<file path="src/rtl/if_fetch_stage_if.sv">
// Fetch-stage bus bundle: hazard/redirect controls, instruction-memory port, IF/ID outputs.
// master: fetch stage (drives imem_addr, if_id_*, halted); slave: surrounding pipeline/memory.
// Pure wiring, no latency and no backpressure of its own.
`ifndef WORD_WIDTH
`define WORD_WIDTH 32
`endif

interface if_fetch_stage_if;
    logic                   freeze;
    logic                   flush;
    logic                   branch_taken;
    logic [`WORD_WIDTH-1:0] branch_addr;
    logic [`WORD_WIDTH-1:0] imem_addr;
    logic [`WORD_WIDTH-1:0] imem_instr;
    logic [`WORD_WIDTH-1:0] if_id_pc;
    logic [`WORD_WIDTH-1:0] if_id_instr;
    logic                   if_id_valid;
    logic                   halted;

    modport master (
        input  freeze, flush, branch_taken, branch_addr, imem_instr,
        output imem_addr, if_id_pc, if_id_instr, if_id_valid, halted
    );

    modport slave (
        output freeze, flush, branch_taken, branch_addr, imem_instr,
        input  imem_addr, if_id_pc, if_id_instr, if_id_valid, halted
    );
endinterface

</file>
<file path="src/rtl/if_fetch_stage.sv">
// Instruction fetch: owns the PC, addresses a zero-latency instruction memory, fills IF/ID.
// Latency: the word at pc appears on if_id_* one clock edge after pc presents it.
// Backpressure: freeze holds PC and IF/ID; flush/redirect inject NOP; halt (optional) parks the stage.
// Ports: clk, rst (sync, active-high), bus (if_fetch_stage_if.master: freeze, flush, branch_taken,
//        branch_addr, imem_addr, imem_instr, if_id_pc, if_id_instr, if_id_valid, halted).
// Optional feature: define FETCH_HALT_DETECT_EN to detect the "B #-1" self-loop and halt fetch.
`ifndef WORD_WIDTH
`define WORD_WIDTH 32
`endif

module if_fetch_stage #(
    parameter logic [`WORD_WIDTH-1:0] RESET_PC  = 32'h0000_0000,
    parameter logic [`WORD_WIDTH-1:0] NOP_INSTR = 32'h0000_0000
) (
    input  logic               clk,
    input  logic               rst,
    if_fetch_stage_if.master   bus
);

    localparam logic [`WORD_WIDTH-1:0] HALT_INSTR = 32'hEAFF_FFFF;

    logic [`WORD_WIDTH-1:0] pc;
    logic [`WORD_WIDTH-1:0] pc_plus4;
    logic [`WORD_WIDTH-1:0] if_id_pc_q;
    logic [`WORD_WIDTH-1:0] if_id_instr_q;
    logic                   if_id_valid_q;
    logic                   halted_q;
    logic                   halt_hit;

    // Wraps modulo 2^32 by construction.
    assign pc_plus4 = pc + 32'd4;

    assign bus.imem_addr   = {2'b00, pc[`WORD_WIDTH-1:2]};
    assign bus.if_id_pc    = if_id_pc_q;
    assign bus.if_id_instr = if_id_instr_q;
    assign bus.if_id_valid = if_id_valid_q;
    assign bus.halted      = halted_q;

`ifdef FETCH_HALT_DETECT_EN
    // Only a word that would actually be captured as valid can trigger the halt.
    assign halt_hit = !halted_q && !bus.flush && !bus.branch_taken && !bus.freeze &&
                      (bus.imem_instr == HALT_INSTR);

    always_ff @(posedge clk) begin
        if (rst) begin
            halted_q <= 1'b0;
        end else if (halt_hit) begin
            halted_q <= 1'b1;
        end
    end
`else
    assign halt_hit = 1'b0;
    assign halted_q = 1'b0;
`endif

    // PC: halt > redirect > freeze > advance. The branch-to-self word is its own
    // target, so the PC already parks on it during the detecting edge.
    always_ff @(posedge clk) begin
        if (rst) begin
            pc <= RESET_PC;
        end else if (halted_q || halt_hit) begin
            pc <= pc;
        end else if (bus.branch_taken) begin
            pc <= {bus.branch_addr[`WORD_WIDTH-1:2], 2'b00};
        end else if (!bus.freeze) begin
            pc <= pc_plus4;
        end
    end

    // IF/ID: kill beats freeze, so a redirect under stall still squashes the wrong-path word.
    always_ff @(posedge clk) begin
        if (rst) begin
            if_id_pc_q    <= '0;
            if_id_instr_q <= NOP_INSTR;
            if_id_valid_q <= 1'b0;
        end else if (bus.flush || bus.branch_taken || halted_q) begin
            if_id_pc_q    <= '0;
            if_id_instr_q <= NOP_INSTR;
            if_id_valid_q <= 1'b0;
        end else if (!bus.freeze) begin
            if_id_pc_q    <= pc_plus4;
            if_id_instr_q <= bus.imem_instr;
            if_id_valid_q <= 1'b1;
        end
    end

endmodule

</file>
<file path="src/flat_wrapper.sv">
// flat-port wrapper written by rule: the top's interface ports become plain ports
module if_fetch_stage_flat 
#(
    parameter logic [`WORD_WIDTH-1:0] RESET_PC  = 32'h0000_0000,
    parameter logic [`WORD_WIDTH-1:0] NOP_INSTR = 32'h0000_0000
)
  (clk, rst, bus_freeze, bus_flush, bus_branch_taken, bus_branch_addr, bus_imem_instr, bus_imem_addr, bus_if_id_pc, bus_if_id_instr, bus_if_id_valid, bus_halted);
  if_fetch_stage_if bus_i ();
  input  logic clk;
  input  logic rst;
  input wire logic [$bits(bus_i.freeze)-1:0] bus_freeze;
  input wire logic [$bits(bus_i.flush)-1:0] bus_flush;
  input wire logic [$bits(bus_i.branch_taken)-1:0] bus_branch_taken;
  input wire logic [$bits(bus_i.branch_addr)-1:0] bus_branch_addr;
  input wire logic [$bits(bus_i.imem_instr)-1:0] bus_imem_instr;
  output wire logic [$bits(bus_i.imem_addr)-1:0] bus_imem_addr;
  output wire logic [$bits(bus_i.if_id_pc)-1:0] bus_if_id_pc;
  output wire logic [$bits(bus_i.if_id_instr)-1:0] bus_if_id_instr;
  output wire logic [$bits(bus_i.if_id_valid)-1:0] bus_if_id_valid;
  output wire logic [$bits(bus_i.halted)-1:0] bus_halted;
  assign bus_i.freeze = bus_freeze;
  assign bus_i.flush = bus_flush;
  assign bus_i.branch_taken = bus_branch_taken;
  assign bus_i.branch_addr = bus_branch_addr;
  assign bus_i.imem_instr = bus_imem_instr;
  assign bus_imem_addr = bus_i.imem_addr;
  assign bus_if_id_pc = bus_i.if_id_pc;
  assign bus_if_id_instr = bus_i.if_id_instr;
  assign bus_if_id_valid = bus_i.if_id_valid;
  assign bus_halted = bus_i.halted;
  if_fetch_stage #(.RESET_PC(RESET_PC), .NOP_INSTR(NOP_INSTR)) u_core (.clk(clk), .rst(rst), .bus(bus_i));
endmodule
</file>
<file path="config.mk">
export PLATFORM = sky130hd
export DESIGN_NAME = if_fetch_stage_flat
export DESIGN_NICKNAME = d
export VERILOG_FILES = /design/src/rtl/if_fetch_stage_if.sv /design/src/rtl/if_fetch_stage.sv /design/src/flat_wrapper.sv
export SDC_FILE = /design/constraint.sdc
export NUM_CORES = 1
export LEC_CHECK = 0
export ABC_CLOCK_PERIOD_IN_PS = 4300
export BUFFER_PORTS_ARGS = -buffer_cell sky130_fd_sc_hd__buf_2
export CORE_MARGIN = 5
export CORE_UTILIZATION = 29
export DETAILED_ROUTE_END_ITERATION = 12
export GPL_ROUTABILITY_DRIVEN = 0
export GPL_TIMING_DRIVEN = 0
export HOLD_SLACK_MARGIN = 0.1
export PLACE_DENSITY = 0.61
export SLEW_MARGIN = 20
export SYNTH_ARGS = -nofsm -noshare
export SYNTH_HDL_FRONTEND = slang
export SYNTH_SLANG_ARGS = --single-unit
export TNS_END_PERCENT = 5
</file>
<file path="constraint.sdc">
create_clock -name clk -period 4.3 [get_ports clk]
set_clock_uncertainty 0.15 [all_clocks]
set_input_delay 0.43 -clock clk [delete_from_list [all_inputs] [get_ports clk]]
set_output_delay 0.43 -clock clk [all_outputs]
set_load 0.01 [all_outputs]
</file>
==> flow_summary.toml, run 1 <==
[run_status]
outcome = "completed"

[clock_tree]
path_clk_slew_ps = 70
cts-hold-fix-buffers = 0
htree_levels = 3
cts.path.max_buffers = 2
cts_resized = 0
clock_latency_ps = 350
cts_buffers = 9
clock_sinks = 93
cts-root-buf = "clkbuf_16"
post_cts_buffers = 0
cts_tree = "yes"

[pwr]
leakage_nw = 2.53
irDropWorstVdd_uv = 312
p_per_area_mw_per_mm2 = 354

[global_route]
grt_usage_pct = 16.1
first_global_vias = 4041
grt_antenna_before_repair = 1
grt_max_degree = 15
overflow = 0
grt_pass1_wl_mm = 22.4

[setup_path]
critPathCapture = "u_core.bus.if_id_pc[21]"
r2r-end = "u_core.bus.if_id_pc[21]"
cp.required_ps = 4420
r2r_cells = 7
r2r_slack_ps = 1750
crit_path_start_kind = "register"
critPathCaptureType = "register"
path_class = "register to register"
startpoint = "u_core.pc[12]"
worstPathArrival_ps = 2670
critPathMaxFanout = 10
regToRegStartpoint = "u_core.pc[12]"

[floorplan]
rows = 44
core_sq_mm = 0.0146
die_h_microns = 132
die-area_sq_mm = 0.0174
start_util_pct = 29.6
die_x_microns = 132
ios = 167

[sta]
hold_viol = 0
period_needed_ps = 2550
drv_slew = 0
layout_setup_ws_ps = 1750
setup_violations = 0
fin_crit_sh_pct = 59.2
max_freq_mhz = 393
timing.setup.tns_ps = 0
rsz0062_at_grt = "no"
tightest_slew_ps = 714
relSlewSlack_pct = 51.9

[synthesis]
yosysTopAreaCell = "dfxtp_1"
synth_area_per_cell_sq_um = 8.63
synth_cell_type_count = 39
synth.most_common_cell = "dfxtp_1"
synth_ff_type = "dfxtp_1"
yosys-top-cells-count = "dfxtp_1 (93), nor2_1 (79), a21oi_1 (38), mux2i_1 (38)"
synth_edf_count = 0
synth_warnings = 0
synthCells = 500
netlist_top_cells_area = "dfxtp_1 (43%), mux2i_1 (8.8%), nor2_1 (6.9%), xor2_1 (5.1%), xnor2_1 (4.7%)"
seq_area_frac_synth_pct = 43.1
synth_top_cell_area_share_pct = 43.1
synth_seq_cells = 93
synthArstFlopShare_pct = 0
synth_area_sq_mm = 0.00432

[routing]
wl_met3_mm = 1.59
met1_length_mm = 6.17
wl_met2_mm = 6.65
via_per_inst = 4.83
drtPass1Iterations = 5
highest_layer = "met5"
drc = 0
num_vias = 4170
wirelength_mm = 14.6
wire_per_inst_microns = 16.9
antenna_left = 0
first_iter_violations = 215

[cells_and_area]
fin_nets = 744
stdcell_area_sq_mm = 0.00567
layout.area.seq_sq_mm = 0.00186
nFillCells = 1574
drive_gt1_share_pct = 29.6
fin_util_pct = 38.9
area_growth_pct = 31.3
multi_input_area_sq_mm = 0.00222
diodes = 0

[placement]
hpwl_mm = 11.2
placed_area_sq_mm = 0.00536
io_buffers = 159
place_ws_ps = 1680

[run]
maxCapViolCount = 0

[min_path]
hold_path_class = "input pin to register"
==> registers in the layout, indices dropped and copies added, names as in the netlist <==
name	flops
u_core.bus.if_id_instr	32
u_core.bus.if_id_valid	1
u_core.pc	30
u_core.bus.if_id_pc	30
==> layout make-up <==
class,count,share of cell area [%]
clock buffers,12,4.70
inverters,9,0.596
flip-flops and latches,93,32.8
clock inverters,4,0.795
plain buffers,46,3.75
well taps,184,4.06
multi-input cells,356,39.2
repair buffers,159,14.0
==> worst min path at each step <==
stage / from / endpoint / slack [ps] / cells past startpoint
2_1_floorplan: u_core.bus.if_id_pc[4] / u_core.bus.if_id_pc[4] / 340 / 2
3_3_place_gp: u_core.bus.if_id_pc[4] / u_core.bus.if_id_pc[4] / 300 / 2
3_5_place_dp: u_core.bus.if_id_pc[4] / u_core.bus.if_id_pc[4] / 300 / 2
4_1_cts: bus_imem_instr[15] / u_core.bus.if_id_instr[15] / 140 / 3
5_1_grt: bus_branch_addr[4] / u_core.pc[4] / 160 / 3
6_report: bus_branch_addr[4] / u_core.pc[4] / 160 / 3
==> cells in the final DEF, fill, tap and decap left out, drive strengths merged <==
cell    synthesis  final
xor2           25     25
nor4            6      6
mux2i          38     38
or4             3      3
nor2b           1      1
nand2          21     21
inv             9      9
nand3          17     17
xnor2          23     23
a211oi         12     12
bufinv          0      1
o22ai           2      2
and3            6      6
or2             1      1
or3             9      9
ha              1      1
clkinv          0      3
nand4          16     16
nor3           13     13
o21ai          25     25
clkbuf         25     37
buf            21    180
o31a            1      1
conb            1      5
dfxtp          93     93
and4b           1      1
a31o            1      1
nor2           79     79
a311oi          5      5
o21a            6      6
o31ai           1      1
a21oi          38     38
==> worst max-delay path: stages (launching register included) <==
cell and delay, ps:
dfxtp_1 320, clkbuf_1 300, nand4_1 350, nor4_1 460, buf_2 340, nand2_1 100, xor2_1 210, a211oi_1 230
==> kinds of logic after synthesis <==
kind of cell | synth area share, %
AND/OR/NAND/NOR | 19.9
flip-flops | 43.1
AO/OA/AOI/OAI | 12.3
buffers and inverters | 5.71
XOR/XNOR | 9.74
multiplexers | 8.81
adder cells (fa/ha/maj) | 0.290
other | 0.0869
==> through the flow <==
step           power, mW  hold WS [ps]  cells
4_1_cts             2.03           145    863
6_report            2.01           161    863
3_3_place_gp        1.19           299    847
3_5_place_dp        1.19           304    847
5_1_grt             2.10           156    863
2_1_floorplan       1.08           336    504
==> power by group <==
part	total (mW)	switching, mW	leakage, nW	internal [mW]
Sequential	0.922	0.0302	0.759	0.892
Clock	0.839	0.344	0.158	0.496
Combinational	0.248	0.143	1.61	0.104
==> metal layers <==
metal | vias to the layer above | track usage, %
met2 | 195 | 25.3
met5 | - | 0
met3 | 21 | 7.86
li1 | 2063 | -
met1 | 1889 | 20.0
met4 | 2 | 3.83
(Power assumes the default switching activity.)
==> run 2, diff against run 1 <==
--- a/config.mk
+++ b/config.mk
@@ -5,7 +5,7 @@
 export SDC_FILE = /design/constraint.sdc
 export NUM_CORES = 1
 export LEC_CHECK = 0
-export ABC_CLOCK_PERIOD_IN_PS = 4300
+export ABC_CLOCK_PERIOD_IN_PS = 2600
 export BUFFER_PORTS_ARGS = -buffer_cell sky130_fd_sc_hd__buf_2
 export CORE_MARGIN = 5
 export CORE_UTILIZATION = 29
==> constraint.sdc (replaced) <==
create_clock -name clk -period 2.6 [get_ports clk]
set_clock_uncertainty 0.15 [all_clocks]
set_input_delay 0.26 -clock clk [delete_from_list [all_inputs] [get_ports clk]]
set_output_delay 0.26 -clock clk [all_outputs]
set_load 0.01 [all_outputs]
==> run 2 against run 1 <==
  * First-iteration DRC count down 13%
  * Sequential share of layout area fell by 3.0 points
  * Wire length up 5.7%
  * Sequential power grew 66%
  * Total power rose by 69%
  * Die area stayed put
  * Global-route usage rose by 1.0 points
  * Critical endpoint is now u_core.pc[28]
  * Largest power group unchanged
==> flow_summary.toml, run 2 (synthesized netlist as in run 1, its figures left out) <==
[run_status]
outcome = "completed"

[routing]
drc = 0
wire_per_inst_microns = 16.8
first_iter_violations = 188
antenna_left = 0
num_vias = 4361
drtPass1Iterations = 5
via_per_inst = 4.75
wirelength_mm = 15.4

[min_path]
hold_path_depth = 4
worstHoldStart = "bus_branch_addr[11]"
hold_path_class = "input pin to register"
hold_end = "u_core.pc[11]"

[clock_tree]
cts_buffers = 9
clock_latency_ps = 350
cts_tree = "yes"
htree_levels = 3
cts.path.max_buffers = 2
path_clk_slew_ps = 70
clock_sinks = 93
cts-root-buf = "clkbuf_16"

[setup_path]
r2r_slack_ps = 160
path_class = "register to register"
critPathMaxFanout = 8
r2r_cells = 6
worstPathArrival_ps = 2560
crit_path_start_kind = "register"
regToRegStartpoint = "u_core.pc[2]"
cp.required_ps = 2710
critPathCaptureType = "register"
r2r-end = "u_core.pc[28]"

[cells_and_area]
drive_gt1_share_pct = 27.5
fin_util_pct = 42.7
diodes = 0
largest_reg_flops = 32
nFillCells = 1501
layout_commonest_cell = "buf_2"
layout_common_cells = "buf_2 (167), dfxtp_1 (93), nor2_1 (79), dlygate4sd3_1 (56)"
area_growth_pct = 44.5
fin_nets = 800
final_cell_count_no_fill = 919

[sta]
rsz0062_at_grt = "yes"
tightest_slew_ps = 720
hold_viol = 0
max_freq_mhz = 409
relSlewSlack_pct = 51.6
setup_violations = 0
timing.setup.tns_ps = 0
period_needed_ps = 2440
fin_crit_sh_pct = 94.0
drv_slew = 0

[floorplan]
core_sq_mm = 0.0146
die-area_sq_mm = 0.0174
die_x_microns = 132
start_util_pct = 29.6
die_h_microns = 132
rows = 44
ios = 167

[pwr]
irDropWorstVdd_uv = 523
internal_power_mw = 2.52
clock_power_share_pct = 41.0
swShare_pct = 25.7
leakage_nw = 2.77
p_per_area_mw_per_mm2 = 545
p_sw_mw = 0.874
seqPwrFrac_pct = 44.9
p_comb_share_pct = 14.1
power.total_mw = 3.40

[run]
maxCapViolCount = 0

[global_route]
first_global_vias = 4285
grt_max_degree = 15
grt_pass1_wl_mm = 24.0
grt_antenna_before_repair = 1
overflow = 0
grt_usage_pct = 17.2

[placement]
place_inst = 847
hpwl_mm = 11.2
io_buffers = 159
-- run 2: routing by layer --
metal,global-route usage (%),part of all wire (%),vias up
met5,0,0.13,-
met4,4.17,1.4,2
met3,7.67,9.3,18
met2,27.3,46,179
met1,21.3,43,1985
li1,-,-,2177
-- run 2: how the worst max path moves through the flow --
stage / start / endpoint / slack, ps
global placement: u_core.pc[12] / u_core.bus.if_id_pc[21] / 60
finish: u_core.pc[2] / u_core.pc[28] / 160
CTS: u_core.pc[12] / u_core.bus.if_id_pc[21] / 40
detailed placement: u_core.pc[12] / u_core.bus.if_id_pc[21] / 70
floorplan: u_core.pc[2] / u_core.pc[14] / 330
global route: u_core.pc[12] / u_core.pc[19] / -20
-- run 2: area by class of cell --
type | instances | area (sq um) | share of cell area, %
Sequential cell | 93 | 1860 | 29.9
Clock inverter | 4 | 45.0 | 0.722
Inverter | 9 | 33.8 | 0.542
Timing Repair Buffer | 215 | 1360 | 21.8
Multi-Input combinational cell | 356 | 2230 | 35.7
Tap cell | 184 | 230 | 3.69
Clock buffer | 12 | 267 | 4.27
Buffer | 46 | 213 | 3.41
-- run 2: per-stage QoR --
stage / hold slack, ps / instance area (sq um) / setup slack [ps]
4_1_cts: 103 / 6230 / 43.8
3_5_place_dp: 304 / 5360 / 66.5
2_1_floorplan: 253 / 4330 / 334
3_3_place_gp: 299 / 5360 / 62.6
6_report: 103 / 6230 / 156
5_1_grt: 105 / 6230 / -17.3
-- run 2: repair_timing --
action                                 4_1_cts  5_1_grt
setup endpoints to repair                    0        8
resized for setup                            0        1
hold buffers                                56        0
endpoints found under the hold margin       56        0
setup buffers                                0        0
-- run 2: power groups by stage --
stage | clock, mW | sequential, mW | combinational [mW]
after floorplan | 0 | 1.57 | 0.215
after global placement | 0 | 1.56 | 0.411
after detailed placement | 0 | 1.56 | 0.412
after CTS | 1.42 | 1.53 | 0.479
after global routing | 1.48 | 1.53 | 0.523
final | 1.39 | 1.53 | 0.479
-- run 2: critical path: stages, from the launching register on --
cell and delay [ps]:
dfxtp_1 450, ha_1 320, nand3_4 140, nor3_2 300, nand4_1 270, or4_1 470, a311oi_1 250
